## config.mk

```make
export PLATFORM = sky130hd
export DESIGN_NAME = instr_fetch_unit
export DESIGN_NICKNAME = d
export VERILOG_FILES = /design/src/rtl/riscv_pkg.sv /design/src/rtl/fetch_fifo.sv /design/src/rtl/instr_fetch_unit.sv
export SDC_FILE = /design/constraint.sdc
export NUM_CORES = 1
export LEC_CHECK = 0
export ABC_CLOCK_PERIOD_IN_PS = 6070
export BUFFER_PORTS_ARGS = -buffer_cell sky130_fd_sc_hd__buf_2
export CAP_MARGIN = 10
export CORE_MARGIN = 2
export CORE_UTILIZATION = 62
export CTS_CLUSTER_SIZE = 10
export DETAILED_ROUTE_END_ITERATION = 12
export HOLD_SLACK_MARGIN = 0.02
export PLACE_DENSITY = 0.91
export SETUP_SLACK_MARGIN = 0.05
export SLEW_MARGIN = 5
export SYNTH_ARGS = -nofsm -noshare
export SYNTH_HDL_FRONTEND = slang
export SYNTH_HIERARCHICAL = 1
export SYNTH_SLANG_ARGS = --single-unit
```

## constraint.sdc

```tcl
create_clock -name i_clk -period 6.07 [get_ports i_clk]
set_input_delay 0.607 -clock i_clk [delete_from_list [all_inputs] [get_ports i_clk]]
set_output_delay 0.607 -clock i_clk [all_outputs]
set_load 0.02 [all_outputs]
```

## src/rtl/riscv_pkg.sv

```systemverilog
// Shared fetch-path types: word width, fetch FSM states and the buffered entry format.
package riscv_pkg;
  localparam int XLEN = 32;
  localparam logic [XLEN-1:0] INSTR_NOP = 32'h0000_0013;

  typedef enum logic [1:0] {IDLE, REQ, WAIT, DRAIN} fetch_state_e;

  typedef struct packed {
    logic [XLEN-1:0] pc;
    logic [XLEN-1:0] instr;
  } fetch_entry_t;
endpackage

```

## src/rtl/fetch_fifo.sv

```systemverilog
// Prefetch buffer: synchronous FIFO of {pc, instr} entries; flush overrides push/pop.
module fetch_fifo
  import riscv_pkg::*;
#(
  parameter  int DEPTH = 4,
  localparam int AW    = $clog2(DEPTH)
) (
  input  logic         i_clk,
  input  logic         rst,
  input  logic         push,
  input  logic         pop,
  input  logic         flush,
  input  fetch_entry_t din,
  output logic [AW:0]  count,
  output fetch_entry_t head
);
  fetch_entry_t   mem [DEPTH];
  logic [AW-1:0]  wr_ptr, rd_ptr;

  // DEPTH is a power of two, so the pointers wrap naturally.
  always_ff @(posedge i_clk or posedge rst) begin
    if (rst) begin
      wr_ptr <= '0;
      rd_ptr <= '0;
      count  <= '0;
    end else if (flush) begin
      wr_ptr <= '0;
      rd_ptr <= '0;
      count  <= '0;
    end else begin
      if (push) wr_ptr <= wr_ptr + 1'b1;
      if (pop)  rd_ptr <= rd_ptr + 1'b1;
      count <= count + (AW+1)'(push) - (AW+1)'(pop);
    end
  end

  always_ff @(posedge i_clk) begin
    if (push && !flush) mem[wr_ptr] <= din;
  end

  assign head = mem[rd_ptr];
endmodule

```

## src/rtl/instr_fetch_unit.sv

```systemverilog
// Instruction fetch: single-outstanding memory fetch FSM feeding a prefetch FIFO.
// Optional stall counter output o_stall_cnt when IFU_PERF_CNT_EN is defined.
module instr_fetch_unit
  import riscv_pkg::*;
#(
  parameter int              XLEN       = 32,
  parameter int              FIFO_DEPTH = 4,
  parameter logic [XLEN-1:0] RESET_PC   = '0
) (
  input  logic            i_clk,
  input  logic            rst,
  output logic            o_mem_req,
  output logic [XLEN-1:0] o_mem_addr,
  input  logic            i_mem_gnt,
  input  logic            i_mem_rvalid,
  input  logic [XLEN-1:0] i_mem_rdata,
  input  logic            i_redirect,
  input  logic [XLEN-1:0] i_redirect_pc,
  output logic            o_instr_valid,
  output logic [XLEN-1:0] o_instr,
  output logic [XLEN-1:0] o_instr_pc,
  input  logic            i_instr_ready
`ifdef IFU_PERF_CNT_EN
  ,
  output logic [31:0]     o_stall_cnt
`endif
);
  localparam int            AW      = $clog2(FIFO_DEPTH);
  localparam logic [AW+1:0] DEPTH_W = (AW+2)'(FIFO_DEPTH);

  fetch_state_e    state;
  logic [XLEN-1:0] fetch_pc;
  logic [AW:0]     count;
  logic [AW+1:0]   count_after_push;
  fetch_entry_t    din, head;
  logic            push, pop;
  logic            unused_pc_lsbs;

  assign unused_pc_lsbs = ^i_redirect_pc[1:0];

  assign o_instr_valid = (count != '0);
  assign pop  = o_instr_valid && i_instr_ready && !i_redirect;
  assign push = (state == WAIT) && i_mem_rvalid && !i_redirect;
  assign o_mem_addr = fetch_pc;
  assign o_instr    = o_instr_valid ? head.instr : '0;
  assign o_instr_pc = o_instr_valid ? head.pc    : '0;

  // fetch_pc already advanced on gnt, so the in-flight word lives one word back.
  always_comb begin
    din       = '0;
    din.pc    = fetch_pc - XLEN'(4);
    din.instr = i_mem_rdata;
  end

  assign count_after_push = {1'b0, count} + (AW+2)'(1) - (AW+2)'(pop);

  fetch_fifo #(.DEPTH(FIFO_DEPTH)) u_fifo (
    .i_clk (i_clk),
    .rst   (rst),
    .push  (push),
    .pop   (pop),
    .flush (i_redirect),
    .din   (din),
    .count (count),
    .head  (head)
  );

  always_ff @(posedge i_clk or posedge rst) begin
    if (rst) begin
      state     <= IDLE;
      fetch_pc  <= RESET_PC;
      o_mem_req <= 1'b0;
    end else if (i_redirect) begin
      fetch_pc <= {i_redirect_pc[XLEN-1:2], 2'b00};
      case (state)
        REQ: begin
          state     <= i_mem_gnt ? DRAIN : REQ;
          o_mem_req <= !i_mem_gnt;
        end
        WAIT, DRAIN: begin
          state     <= i_mem_rvalid ? REQ : DRAIN;
          o_mem_req <= i_mem_rvalid;
        end
        default: begin
          state     <= REQ;
          o_mem_req <= 1'b1;
        end
      endcase
    end else begin
      case (state)
        IDLE: if ({1'b0, count} < DEPTH_W) begin
          state     <= REQ;
          o_mem_req <= 1'b1;
        end
        REQ: if (i_mem_gnt) begin
          fetch_pc  <= fetch_pc + XLEN'(4);
          state     <= WAIT;
          o_mem_req <= 1'b0;
        end
        WAIT: if (i_mem_rvalid) begin
          state     <= (count_after_push < DEPTH_W) ? REQ : IDLE;
          o_mem_req <= (count_after_push < DEPTH_W);
        end
        DRAIN: if (i_mem_rvalid) begin
          state     <= REQ;
          o_mem_req <= 1'b1;
        end
        default: begin
          state     <= IDLE;
          o_mem_req <= 1'b0;
        end
      endcase
    end
  end

`ifdef IFU_PERF_CNT_EN
  always_ff @(posedge i_clk or posedge rst) begin
    if (rst)
      o_stall_cnt <= '0;
    else if (i_instr_ready && !o_instr_valid && (o_stall_cnt != '1))
      o_stall_cnt <= o_stall_cnt + 32'd1;
  end
`endif
endmodule

```

==> impl_metrics.env <==
export IMPL_outcome="finished clean"
export IMPL_initial_antenna_violation_count=0
export IMPL_fmax_mhz=282
export IMPL_overflow=0
export IMPL_timing_hold_violations_final=0
export IMPL_crit_path_max_incr_delay_ns=0.97
export IMPL_number_of_storage_elements_in_the_synthesis_netlist=296
export IMPL_worst_path_maximum_fanout=43
export IMPL_ctsHoldBuffers=0
export IMPL_leading_post_synthesis_cells_by_cell_area="edfxtp_1 60%, mux4_2 11%, dfrtp_1 7.8%"
export IMPL_wirelength_um=26100
export IMPL_tightest_slew_ns=1.07
export IMPL_worst_slew_margin_relative_to_its_limit=0.288
export IMPL_finalHoldWorstSlack_ns=0.0838
export IMPL_placementRows=52
export IMPL_leakage_nw=5.19
export IMPL_post_synth_xor_area_fraction=0.0278
export IMPL_cts_sink_count=296
export IMPL_post_synth_mux_area_share=0.113
export IMPL_clk_pin_slew_ns=0.05
export IMPL_buffer_levels_on_the_longest_clock_path=3
export IMPL_grt_pass1_wl_um=40500
export IMPL_final_max_slew_violation_count=0
export IMPL_timing_final_setup_violations=0
export IMPL_fin_worst_skew_ns=0.0239
export IMPL_post_synth_cell_area_avg_um2=16.4
export IMPL_drtIter0Drc=554
export IMPL_layout_filler_cells=1207
export IMPL_clock_tree_from_tritoncts="built"
export IMPL_wire_length_per_cell_um=21.4
export IMPL_syn_instance_count=779
export IMPL_cp_cell_sequence="buf_4, mux4_2, and2_1, buf_2"
export IMPL_synth_area_mm2=0.0128
export IMPL_drive_gt1_frac=0.303
export IMPL_cap_viol_max_count=0
export IMPL_post_synth_top_area_cell="edfxtp_1"
export IMPL_dp_final_hpwl_um=15700
export IMPL_die_w_um=148
export IMPL_cts_resized=0
export IMPL_combinational_family_with_the_most_area_after_synthesis="multiplexers"
export IMPL_final_setup_tns_ns=0
export IMPL_detailedRoute_firstPassIterationCount=5
export IMPL_synthesis_yosys_warnings=6
export IMPL_synth_enable_flop_cells=256
export IMPL_setup_repair_after_global_routing_missed_its_margin="false"
export IMPL_timing_critical_path_to_type="primary output"
export IMPL_viasPerCell=6.10
export IMPL_cts_made_buffers=35
export IMPL_critPathArrivalTime_ns=2.94
export IMPL_critical_path_startpoint_type="flop"
export IMPL_die_height_um=148
export IMPL_synth_simple_area_share=0.112
export IMPL_detailroute_via_count=7464
export IMPL_vdd_ir_drop_max_v=0.000197
export IMPL_initial_utilization=0.632
export IMPL_synth_distinct_cells=54
export IMPL_final_min_clock_period_ns=3.55
export IMPL_cts_htree_levels=2
export IMPL_finalNetCount=1019
export IMPL_fp_dieArea_mm2=0.0218
export IMPL_grt_start_max_net_pins=67
export IMPL_synth_top_area_frac=0.601
export IMPL_ys_seq_area_frac=0.679
export IMPL_postSynth_asyncResetShare=0.135
export IMPL_floorplan_io_pins=168
export IMPL_gp_congestion=0.867
export IMPL_hp_class="input port to async pin"
export IMPL_clkLatencyLatePin_ns=0.50
export IMPL_first_global_vias=7298
export IMPL_cts_repair_timing_setup_buffer_count=0
export IMPL_antenna_viol_nets_final=0
export IMPL_core_mm2=0.0202
export IMPL_antennaDiodeCount=0
export IMPL_grt_util_all_layers=0.242
export IMPL_cts_root_buffer_cell="clkbuf_16"
export IMPL_critical_path_class="flop to primary output"
export IMPL_flow_area_growth_from_synthesis_pct=14.9
export IMPL_synth_ff_type="edfxtp_1"
export IMPL_adder_cell_share_of_the_synthesized_area=0.00939
export IMPL_power_per_cell_area_mw_per_mm2=355
export IMPL_io_buffers=163
export IMPL_synth_compound_area_frac=0.0284
export IMPL_critical_path_required_ns=5.46
export IMPL_crit_slowest_cell="dfrtp_4"
export IMPL_drcViolationCount=0
export IMPL_fin_crit_sh=0.585
## stage by stage
step	worst slack [ns]	util	cells	power (mW)	area [um2]
4_1_cts	2.40	0.727	1224	5.26	14700
3_3_place_gp	2.98	0.678	1173	3.41	13700
3_5_place_dp	2.94	0.678	1173	3.44	13700
2_1_floorplan	2.09	-	788	3.12	12800
5_1_grt	2.28	0.727	1224	5.41	14700
6_report	2.52	0.727	1224	5.21	14700
## area by class of cell
class / instances / area (um2) / area share
Clock buffer: 50 / 975 / 0.0663
Clock inverter: 1 / 3.75 / 0.000255
Inverter: 14 / 52.6 / 0.00357
Multi-Input combinational cell: 423 / 3770 / 0.256
Sequential cell: 296 / 8690 / 0.591
Tap cell: 270 / 338 / 0.0230
Timing Repair Buffer: 170 / 868 / 0.0591
## metal layers
metal,vias up,track usage,wire (um)
li1,3332,-,-
met1,3711,0.332,10300
met2,378,0.413,13400
met3,43,0.0435,1910
met4,0,0.0587,487
met5,-,0,0
## power by group
| group | leakage, nW | switching, mW | internal [mW] | total (mW) |
|---|---|---|---|---|
| combinational | 1.94 | 0.624 | 0.395 | 1.02 |
| clock | 0.473 | 0.719 | 1.10 | 1.82 |
| sequential | 2.78 | 0.104 | 2.27 | 2.38 |
## state kept, by name (all words and copies together) (netlist names)
register,count
o_mem_addr,30
u_fifo/mem,256
state,2
o_mem_req,1
u_fifo/wr_ptr,2
u_fifo/rd_ptr,2
u_fifo/count,3
## layout by cell type (no fill, tap or decap), types with 6 or more instances in the layout
master	count
a31oi_1	13
and2_1	66
buf_2	163
buf_4	7
clkbuf_1	13
clkbuf_16	37
conb_1	10
dfrtp_1	38
edfxtp_1	256
ha_1	8
inv_1	14
mux4_2	64
nand2_1	32
nand3_1	19
nand4_1	8
nor2_1	29
nor3_1	15
nor4_1	11
o21ai_0	19
o31ai_1	11
or3_1	6
or4_1	14
xnor2_1	15
xor2_1	23
## critical path: cells and delay by family, from the launching register on
kind          cells  cell delay (ns)
buf+inv           2             0.72
mux               1             0.58
flops             1             0.97
simple gates      1             0.17
## worst paths after layout
| path | slack, ns | to | depth (start not counted) | from |
|---|---|---|---|---|
| min | 0.08 | u_fifo/count[2] | 2 | rst |
| max reg2reg | 2.92 | u_fifo/count[2] | 9 | u_fifo/count[2] |
| min reg2reg | 0.58 | o_mem_req | 2 | o_mem_req |
| min in group i_clk | 0.31 | o_mem_addr[12] | 3 | i_redirect_pc[12] |
| max in group asynchronous | 5.50 | o_mem_addr[4] | 3 | rst |
| max | 2.52 | o_instr[17] | 4 | u_fifo/rd_ptr[0] |
## cell usage after synthesis (2+ instances only)
cell	number
a21oi_1	5
nor4_1	11
ha_1	8
nor2b_1	5
nor3_1	15
dfrtp_1	40
nand2b_1	5
nand3_1	19
and2_1	70
and4_1	5
o31ai_1	11
buf_4	11
edfxtp_1	256
xor2_1	23
buf_2	13
or4_1	14
mux4_2	64
xnor2_1	15
nand4_2	3
nor2_1	29
nand4_1	8
nor4_2	2
nand3b_1	4
or3_1	7
nand3_2	2
o211ai_1	4
nor3b_1	2
nor4b_1	2
o21ai_0	19
nand2_1	32
inv_1	14
a31oi_1	13
clkbuf_1	25
buf_12	3
## cells by family after synthesis
group	after synthesis
mux	65
compound gates	58
fa+ha+maj	9
buf+inv	69
simple gates	242
flops	296
other cells	1
xor+xnor	39
Power figures use the tool's default switching activity.
